$ cat config.mk
export PLATFORM = sky130hd
export DESIGN_NAME = alu_seq
export DESIGN_NICKNAME = d
export VERILOG_FILES = /design/src/rtl/alu_pkg.sv /design/src/rtl/alu_shift_core.sv /design/src/rtl/alu_seq.sv
export SDC_FILE = /design/constraint.sdc
export NUM_CORES = 1
export LEC_CHECK = 0
export BUFFER_PORTS_ARGS = -buffer_cell sky130_fd_sc_hd__buf_4
export CORE_MARGIN = 2
export CORE_UTILIZATION = 25
export DETAILED_ROUTE_END_ITERATION = 12
export PLACE_DENSITY_LB_ADDON = 0.15
export RECOVER_POWER = 25
export SLEW_MARGIN = 0
export SYNTH_ARGS = -nofsm -noshare
export SYNTH_HDL_FRONTEND = slang
export SYNTH_SLANG_ARGS = --single-unit
$ cat constraint.sdc
create_clock -name clk -period 2.37 [get_ports clk]
set_input_delay 0.5925 -clock clk [delete_from_list [all_inputs] [get_ports clk]]
set_output_delay 0.5925 -clock clk [all_outputs]
set_load 0.03 [all_outputs]
$ cat src/rtl/alu_pkg.sv
// Shared definitions for the alu_seq multi-cycle ALU: opcodes, FSM states, counter sizing.
// Signed support in alu_seq is enabled by defining ALU_SIGNED_EN.
package alu_pkg;

    localparam logic [1:0] ALU_ADD = 2'b00;
    localparam logic [1:0] ALU_SUB = 2'b01;
    localparam logic [1:0] ALU_MUL = 2'b10;
    localparam logic [1:0] ALU_DIV = 2'b11;

    typedef enum logic [1:0] {
        ST_IDLE = 2'd0,
        ST_CALC = 2'd1,
        ST_FIX  = 2'd2
    } alu_state_e;

    // Iteration counter must be able to hold WIDTH-1 down to 0.
    function automatic int cnt_width(input int w);
        return $clog2(w + 1);
    endfunction

endpackage

$ cat src/rtl/alu_shift_core.sv
// Shared shift-iterate datapath: one shift-add multiply step or one restoring
// divide step per enable. {hi, lo} is the accumulator / remainder-quotient pair.
module alu_shift_core #(
    parameter int WIDTH = 16
) (
    input  logic             clk,
    input  logic             n_rst,
    input  logic             load,
    input  logic             step,
    input  logic             is_div,
    input  logic [WIDTH-1:0] a,
    input  logic [WIDTH-1:0] b,
    output logic [WIDTH-1:0] acc_hi,
    output logic [WIDTH-1:0] acc_lo
);

    logic [WIDTH:0]   hi;
    logic [WIDTH-1:0] lo;
    logic [WIDTH:0]   hi_nxt;
    logic [WIDTH-1:0] lo_nxt;
    logic [WIDTH:0]   mul_sum;
    logic [WIDTH:0]   r_sh;
    logic [WIDTH:0]   r_diff;

    always_comb begin
        mul_sum = lo[0] ? (hi + {1'b0, b}) : hi;
        r_sh    = {hi[WIDTH-1:0], lo[WIDTH-1]};
        r_diff  = r_sh - {1'b0, b};
        if (is_div) begin
            // Remainder stays below the divisor, so the top bit of hi is free.
            if (r_sh >= {1'b0, b}) begin
                hi_nxt = r_diff;
                lo_nxt = {lo[WIDTH-2:0], 1'b1};
            end else begin
                hi_nxt = r_sh;
                lo_nxt = {lo[WIDTH-2:0], 1'b0};
            end
        end else begin
            hi_nxt = {1'b0, mul_sum[WIDTH:1]};
            lo_nxt = {mul_sum[0], lo[WIDTH-1:1]};
        end
    end

    always_ff @(posedge clk or negedge n_rst) begin
        if (!n_rst) begin
            hi <= '0;
            lo <= '0;
        end else if (load) begin
            hi <= '0;
            lo <= a;
        end else if (step) begin
            hi <= hi_nxt;
            lo <= lo_nxt;
        end
    end

    assign acc_hi = hi[WIDTH-1:0];
    assign acc_lo = lo;

endmodule

$ cat src/rtl/alu_seq.sv
// Multi-cycle ADD/SUB/MUL/DIV with start/busy/done handshake and divide-by-zero flag.
// Define ALU_SIGNED_EN for two's complement support; otherwise everything is unsigned.
module alu_seq
    import alu_pkg::*;
#(
    parameter int WIDTH = 16
) (
    input  logic                 clk,
    input  logic                 n_rst,
    input  logic                 start,
    input  logic [1:0]           op,
    input  logic                 is_signed,
    input  logic [WIDTH-1:0]     src1,
    input  logic [WIDTH-1:0]     src2,
    output logic                 busy,
    output logic                 done,
    output logic [2*WIDTH-1:0]   result,
    output logic                 div_zero,
    output logic                 ovf
);

    localparam int CW = cnt_width(WIDTH);

    alu_state_e         state;
    logic [1:0]         op_q;
    logic [WIDTH-1:0]   a_q;
    logic [WIDTH-1:0]   b_q;
    logic [CW-1:0]      cnt;
    logic               calc_init;
    logic               core_load;
    logic               core_step;
    logic [WIDTH-1:0]   core_hi;
    logic [WIDTH-1:0]   core_lo;
    logic [WIDTH-1:0]   a_in;
    logic [WIDTH-1:0]   b_in;
    logic [WIDTH+1:0]   ext_a;
    logic [WIDTH+1:0]   ext_b;
    logic [WIDTH+1:0]   addsub;
    logic [2*WIDTH-1:0] prod;
    logic [WIDTH-1:0]   quo;
    logic [WIDTH-1:0]   rem;
    logic [WIDTH-1:0]   a_orig;
    logic [2*WIDTH-1:0] fix_res;
    logic               fix_dz;
    logic               fix_ovf;

`ifdef ALU_SIGNED_EN
    localparam logic [WIDTH-1:0] MIN_NEG = {1'b1, {(WIDTH-1){1'b0}}};
    localparam logic [WIDTH-1:0] ONE     = WIDTH'(1);

    logic sgn_q;
    logic neg_a_q;
    logic neg_b_q;
    logic neg_a;
    logic neg_b;

    assign neg_a = is_signed & src1[WIDTH-1];
    assign neg_b = is_signed & src2[WIDTH-1];
    // MUL/DIV iterate on magnitudes; ADD/SUB keep the raw two's complement operands.
    assign a_in  = (op[1] && neg_a) ? -src1 : src1;
    assign b_in  = (op[1] && neg_b) ? -src2 : src2;

    always_ff @(posedge clk or negedge n_rst) begin
        if (!n_rst) begin
            sgn_q   <= 1'b0;
            neg_a_q <= 1'b0;
            neg_b_q <= 1'b0;
        end else if (state == ST_IDLE && start) begin
            sgn_q   <= is_signed;
            neg_a_q <= neg_a;
            neg_b_q <= neg_b;
        end
    end
`else
    logic unused_sgn;
    assign unused_sgn = is_signed;
    assign a_in       = src1;
    assign b_in       = src2;
`endif

    assign core_load = (state == ST_CALC) && calc_init && op_q[1];
    assign core_step = (state == ST_CALC) && !calc_init;

    alu_shift_core #(.WIDTH(WIDTH)) u_core (
        .clk    (clk),
        .n_rst  (n_rst),
        .load   (core_load),
        .step   (core_step),
        .is_div (op_q[0]),
        .a      (a_q),
        .b      (b_q),
        .acc_hi (core_hi),
        .acc_lo (core_lo)
    );

    // Two guard bits keep ADD/SUB exact before sign-extending to the full result.
    always_comb begin
        ext_a = {2'b00, a_q};
        ext_b = {2'b00, b_q};
`ifdef ALU_SIGNED_EN
        if (sgn_q) begin
            ext_a = {{2{a_q[WIDTH-1]}}, a_q};
            ext_b = {{2{b_q[WIDTH-1]}}, b_q};
        end
`endif
        addsub = (op_q == ALU_SUB) ? (ext_a - ext_b) : (ext_a + ext_b);
    end

    always_comb begin
        prod    = {core_hi, core_lo};
        quo     = core_lo;
        rem     = core_hi;
        a_orig  = a_q;
        fix_dz  = (op_q == ALU_DIV) && (b_q == '0);
        fix_ovf = 1'b0;
`ifdef ALU_SIGNED_EN
        if (neg_a_q ^ neg_b_q) begin
            prod = -prod;
            quo  = -quo;
        end
        // Remainder follows the dividend; negating the magnitude also restores src1.
        if (neg_a_q) begin
            rem    = -rem;
            a_orig = -a_q;
        end
        fix_ovf = (op_q == ALU_DIV) && neg_a_q && neg_b_q && (a_q == MIN_NEG) && (b_q == ONE);
`endif
        case (op_q)
            ALU_ADD, ALU_SUB: fix_res = {{(WIDTH-2){addsub[WIDTH+1]}}, addsub};
            ALU_MUL:          fix_res = prod;
            default:          fix_res = fix_dz ? {{WIDTH{1'b1}}, a_orig} : {quo, rem};
        endcase
    end

    always_ff @(posedge clk or negedge n_rst) begin
        if (!n_rst) begin
            state     <= ST_IDLE;
            op_q      <= '0;
            a_q       <= '0;
            b_q       <= '0;
            cnt       <= '0;
            calc_init <= 1'b0;
            busy      <= 1'b0;
            done      <= 1'b0;
            result    <= '0;
            div_zero  <= 1'b0;
            ovf       <= 1'b0;
        end else begin
            case (state)
                ST_IDLE: begin
                    if (start) begin
                        state     <= ST_CALC;
                        op_q      <= op;
                        a_q       <= a_in;
                        b_q       <= b_in;
                        cnt       <= CW'(WIDTH - 1);
                        calc_init <= 1'b1;
                        busy      <= 1'b1;
                        div_zero  <= 1'b0;
                        ovf       <= 1'b0;
                    end
                end
                ST_CALC: begin
                    // First CALC cycle loads the core from the latched operands.
                    if (!op_q[1] || (calc_init && op_q == ALU_DIV && b_q == '0)) begin
                        state <= ST_FIX;
                    end else if (calc_init) begin
                        calc_init <= 1'b0;
                    end else begin
                        cnt <= cnt - CW'(1);
                        if (cnt == '0) state <= ST_FIX;
                    end
                end
                ST_FIX: begin
                    // FIX spans the done cycle so a start seen alongside done is dropped.
                    if (!done) begin
                        result   <= fix_res;
                        div_zero <= fix_dz;
                        ovf      <= fix_ovf;
                        done     <= 1'b1;
                        busy     <= 1'b0;
                    end else begin
                        done  <= 1'b0;
                        state <= ST_IDLE;
                    end
                end
                default: state <= ST_IDLE;
            endcase
        end
    end

endmodule

==> results.md, run 1 <==
* Final Routed Wirelength at 36900 microns
* Final Cycle Share at 114%
* Setup CP Type: reg2reg
* H-Tree Depth at 3
* Fin crit period at ~2.7 ns
* Row cnt at 68
* Skew-Pair Late Insertion Delay at 0.39 ns
* Synth Flop Type: dfrtp_1
* Layout cell share with drive strength beyond 1 at 36.3%
* TritonCTS buffer count at 9
* Slew @ Worst Pin at 1.53 ns
* Max-slew violations at 22
* Grt ovf at 0
* Worst Reg-to-Reg Cells at 12
* Post-route DRC at 0
* Detailed placer's ending HPWL at about 29000 microns
* Synthesized area per cell at approximately 8 sq um
* Setup TNS at -8.36 ns
* Clock Tree Root: clkbuf_16
* Post-synthesis register bit count at 110
* Worst R2R Start: b_q[0]
* First-pass GRT wire length at 56200 microns
* Net Count, Synth at 1184
* Post-synth EDFFs at 0
* Number of DRC violations after detailed-routing iteration 0 at 476
* Synth Cell Area at ~0.0088 sq mm
* Area grow syn2layout at 44.3%
* Vias per cell at 5.01
* RePlAce Congestion at just under 0.9
* F_max at 371 MHz
* RSZ-0062 raised after global routing: true
* Initial antenna violation count at 0
* Final nets at 1441
* Largest net degree at the start of global routing at 85
* TritonCTS clock tree: built
* R2R Path End: u_core.hi[14]
* Final setup margin at -0.322 ns
* Critical Path End Type: register
* Fin. Hold Viols at 0
* YS warnings at 0
* Worst clock skew at 0.0162 ns
* Hold Path Class: in2reg
* Final setup violation count at 48
* GRT Total Usage at 20.6%
* Synth area leader: dfrtp_1
* Post-synth ARST share at 100%
* Max Cap Viol at 1
* Starting Density at between 20% and 30%
* Data arrival, critical path at 2.95 ns
* Drt pass-1 iters at 5
* Number of clock sinks at 110
* Hold slack at roughly 0.40 ns
* Core footprint at 0.0346 sq mm
* R2R Setup Slk at -0.32 ns
* Die X at 192 microns
* Area after DPL at about 0.011 sq mm
* Startpoint types: register
* Routed Antenna Nets at 0
* Library cells used by synthesis at 77
* CP Launch Point: b_q[0]
* PortBufs at 71
* Ports at between 70 and 80
* Seq/Total Area, Yosys at 31.3%
* Wire per inst at slightly above 20 microns
* Finished layout cell area at 0.0127 sq mm
* Most frequent cells in the layout: 279 x buf_4, 126 x nand2_1, 101 x nor2_1, 101 x dfrtp_1, 61 x a21oi_1
* Die area at roughly 0.037 sq mm
* Die Ht at 192 microns
* Fill cell count at between 3000 and 4000
* Proportion of netlist area held by the largest area contributor at 31.3%
* Final core area utilization at 36.7%
* Pleak at 0.00559 uW
* Top cells by area, synth: dfrtp_1 31%, ha_1 9.4%, nand2_1 5.5%
* Via Count at between 8000 and 9000
* Commonest non-fill, non-tap cell in the layout: buf_4
* CP endpoint: u_core.hi[14]
* Worst VDD drop at just under 0.6 mV
* Vias in the first global route at 8846
* Pwr Total at 22300 uW
* CTS max path bufs at 2
* CTS clk-pin slew, worst paths at 0.09 ns
* ANT cells at 0
* Worst rel slew slack at -2.18%
* CP Max Fanout at 3
* PwrDens at 1760 mW/mm^2
* Violated checks: max-capacitance violations, max-slew violations, negative setup slack
* Outcome: complete, but fails checks
* Syn Inst Count at 1076
* CP required at 2.63 ns
## synthesized netlist by cell type (all sizes together), types with 6 or more instances
cell type / n
a21oi: 102
or2: 7
o21ai: 71
xor2: 9
buf: 24
nand3: 9
clkbuf: 42
inv: 54
dfrtp: 110
a31oi: 20
nand4: 7
nand2: 130
mux2i: 40
nor3: 26
o21a: 18
a221oi: 14
nor2b: 12
or3: 26
a21o: 13
o211ai: 31
nor2: 103
nor4: 10
ha: 66
xnor2: 24
nand2b: 6
a211oi: 21
o22ai: 10
## flip-flops by register name, indices dropped and copies added (netlist names)
register       count
b_q               16
busy               1
op_q               2
done               1
div_zero           1
cnt                5
calc_init          1
a_orig            16
u_core.hi         17
result            32
u_core.acc_lo     16
state              2
## through the flow
| stage | cells | setup WS [ns] |
|---|---|---|
| 4_1_cts | 1782 | -0.347 |
| 3_3_place_gp | 1748 | -0.414 |
| 5_1_grt | 1793 | -0.447 |
| 2_1_floorplan | 1076 | -0.102 |
| 6_report | 1793 | -0.322 |
| 3_5_place_dp | 1748 | -0.436 |
## cell type report
class                   instances  area [sq um]  share of cell area (%)
clock inverters                 7          81.3                   0.640
multi-input cells             848          6300                    49.6
inverters                      54           215                    1.69
clock buffers                   9           225                    1.77
well taps                     455           569                    4.48
repair buffers                310          2540                    20.0
flip-flops and latches        110          2770                    21.8
## power by group
group          internal [uW]  leakage, uW  total (uW)  switching, uW
clock network            839     0.000152        1690            856
logic                   7740      0.00410       17000           9300
registers               2730      0.00134        3610            880
## logic make-up after synthesis
group	after synthesis	share of synthesized area (%)
flip-flops	110	31.3
buffers and inverters	120	5.50
multiplexers	41	4.68
AND/OR/NAND/NOR	351	18.0
adder cells (fa/ha/maj)	70	10.3
other	1	0.0426
XOR/XNOR	33	3.28
AO/OA/AOI/OAI	350	27.0
## critical path: stages (launching register included)
cell	delay [ns]
dfrtp_1	0.41
buf_6	0.14
ha_4	0.13
inv_2	0.04
fa_2	0.41
a21oi_4	0.16
o21ai_2	0.08
o22a_2	0.27
a221oi_4	0.31
o21a_1	0.21
nand4b_1	0.11
a32oi_1	0.26
a21oi_2	0.05
## metal layers
layer | GRT usage, % | vias to the layer above | share of wire [%]
met5 | 0 | - | 0
met1 | 29.7 | 4358 | 49
met3 | 2.41 | 35 | 3.6
met4 | 4.79 | 0 | 2.1
li1 | - | 4389 | -
met2 | 32.9 | 207 | 46
## what timing repair did
| action | 4_1_cts | 5_1_grt |
|---|---|---|
| buffers inserted | 19 | 11 |
| cloned | 3 | 0 |
| pin swaps | 79 | 46 |
| setup endpoints to repair | 52 | 52 |
| resized for setup | 106 | 62 |
| hold buffers | 0 | 0 |
## worst min-delay path by stage
stage	startpoint	end	slack [ns]	depth (start not counted)
CTS	n_rst	u_core.acc_lo[6]	0.12	1
global placement	result[2]	result[2]	0.46	2
global route	src1[7]	a_orig[7]	0.40	3
detailed placement	result[1]	result[1]	0.47	2
floorplan	n_rst	a_orig[0]	0.30	0
finish	src1[8]	a_orig[8]	0.40	3
(Power assumes the default switching activity.)
==> run 2: changes to the inputs <==
--- a/config.mk
+++ b/config.mk
@@ -11,6 +11,7 @@
 export DETAILED_ROUTE_END_ITERATION = 12
 export PLACE_DENSITY_LB_ADDON = 0.15
 export RECOVER_POWER = 25
+export SKIP_CTS_REPAIR_TIMING = 1
 export SLEW_MARGIN = 0
 export SYNTH_ARGS = -nofsm -noshare
 export SYNTH_HDL_FRONTEND = slang
==> results.md, run 2 (synthesis results as in run 1) <==
* CP required at between 2 and 3 ns
* Die X at around 190 microns
* Setup TNS at -11.65 ns
* Routed Antenna Nets at 0
* Via Count at 8978
* Max reg flops at 32
* Drt pass-1 iters at 4
* Vias in the first global route at roughly 8600
* RePlAce Congestion at 0.894
* Setup CP Type: reg2reg
* Hold endpoint: a_orig[8]
* Skew-Pair Late Insertion Delay at 0.38 ns
* Final setup margin at -0.383 ns
* Startpoint types: register
* Area after DPL at roughly 0.011 sq mm
* Violated checks: max-capacitance violations, max-slew violations, negative setup slack
* Detailed placer's ending HPWL at ~29000 microns
* Crit path cell chain: buf_4, ha_1, nor2b_2, o31a_1, o2111a_1, buf_4, or2_4, a21oi_4, a211oi_2, xnor2_1, o221ai_1
* Largest net degree at the start of global routing at between 80 and 90
* Finished layout cell area at around 0.012 sq mm
* F_max at 363 MHz
* Post-route DRC at 0
* Worst Reg-to-Reg Cells at 11
* H-Tree Depth at 3
* Data arrival, critical path at between 2 and 3 ns
* Number of DRC violations after detailed-routing iteration 0 at between 500 and 600
* WP depth at 11
* Final nets at about 1400
* Row cnt at around 70
* ANT cells at 0
* Largest Register: result
* Worst rel slew slack at -1.30%
* CP bufs+invs at 2
* Most frequent cells in the layout: 275 x buf_4, 129 x nand2_1, 103 x dfrtp_1, 102 x nor2_1, 68 x a21oi_1
* Most common cell on crit path: buf_4
* Outcome: complete, but fails checks
* Final Routed Wirelength at 36700 microns
* Slew @ Worst Pin at 1.52 ns
* CP delay by family, top: compound AO/OA/AOI/OAI gates
* TritonCTS buffer count at 9
* Starting Density at 25.4%
* Pleak at 0.00554 uW
* Hold path depth at 3
* Die Ht at 192 microns
* Pwr Total at 22000 uW
* RSZ-0062 raised after global routing: true
* Fin. Hold Viols at 0
* CTS clk-pin slew, worst paths at 0.09 ns
* Wire per inst at 20.5 microns
* Layout cell share with drive strength beyond 1 at 34.3%
* Initial antenna violation count at 0
* Ports at between 70 and 80
* Number of clock sinks at 110
* GRT Total Usage at 20.1%
* Commonest non-fill, non-tap cell in the layout: buf_4
* Fin crit period at 2.75 ns
* Largest regs: result x32, u_core.hi x17
* Max-slew violations at 22
* Critical Path End Type: register
* Worst R2R Start: b_q[2]
* Area grow syn2layout at 41.9%
* Hold Path Class: in2reg
* CP Max Fanout at 4
* Die area at 0.0367 sq mm
* Hold slack at around 0.4 ns
* Grt ovf at 0
* PwrDens at 1760 mW/mm^2
* Clock Tree Root: clkbuf_16
* R2R Setup Slk at -0.38 ns
* CP Launch Point: b_q[2]
* Final setup violation count at 50
* Slowest stage delay, CP at 0.39 ns
* Pre-CTS setup slack at -0.436 ns
* R2R Path End: u_core.hi[15]
* Final Cycle Share at 116%
* Worst clock skew at 0.0164 ns
* Vias per cell at between 5 and 6
* Max Cap Viol at 1
* TritonCTS clock tree: built
* Crit-path slowest cell: dfrtp_1
* Hold Startpoint: src1[8]
* Worst VDD drop at 0.586 mV
* PortBufs at 71
* First-pass GRT wire length at 54700 microns
* CTS max path bufs at 2
* Core footprint at 0.0346 sq mm
run 2: cell count changes in the layout (fill, tap and decap cells not counted), moves of 3 or more:
cell      previous run  this run
ha_1                45        53
nor4_2               4         1
ha_4                17         8
a211oi_2             9         5
a31oi_1             19        15
a31oi_2              0         3
buf_6               15        11
nand2_1            126       129
a21oi_1             61        68
a211oi_1            12        15
buf_4              279       275
a21oi_2             37        28
run 2: metal layers:
layer	GRT usage [%]	vias to the layer above	share of wire (%)
met1	28.7	4369	49
met5	0	-	0
met3	2.59	41	3.6
met4	4.73	0	2.3
met2	32.0	190	45
li1	-	4378	-
run 2: layout make-up:
type,instances,area [sq um]
Timing Repair Buffer,303,2480
Clock inverter,7,81.3
Fill cell,3623,22100
Multi-Input combinational cell,847,6160
Tap cell,455,569
Inverter,54,208
Clock buffer,9,225
Sequential cell,110,2760
run 2: worst min-delay path, stage by stage:
cell	delay, ns
buf_4	0.08
nand2_1	0.04
nand2_1	0.04
run 2: how the worst max path moves through the flow:
stage,endpoint
final,u_core.hi[15]
after detailed placement,result[16]
after CTS,result[16]
after global routing,u_core.hi[15]
after floorplan,u_core.hi[13]
after global placement,result[16]
run 2: power by group:
part | switching, uW | internal (uW) | total [uW]
clock | 856 | 839 | 1690
sequential | 857 | 2730 | 3580
combinational | 9210 | 7520 | 16700
total | 10900 | 11100 | 22000
run 2: stage by stage:
step | instances | util (%)
after CTS | 1764 | 34.0
after detailed placement | 1748 | 33.1
after floorplan | 1076 | -
after global routing | 1785 | 36.1
after global placement | 1748 | 33.1
final | 1785 | 36.1
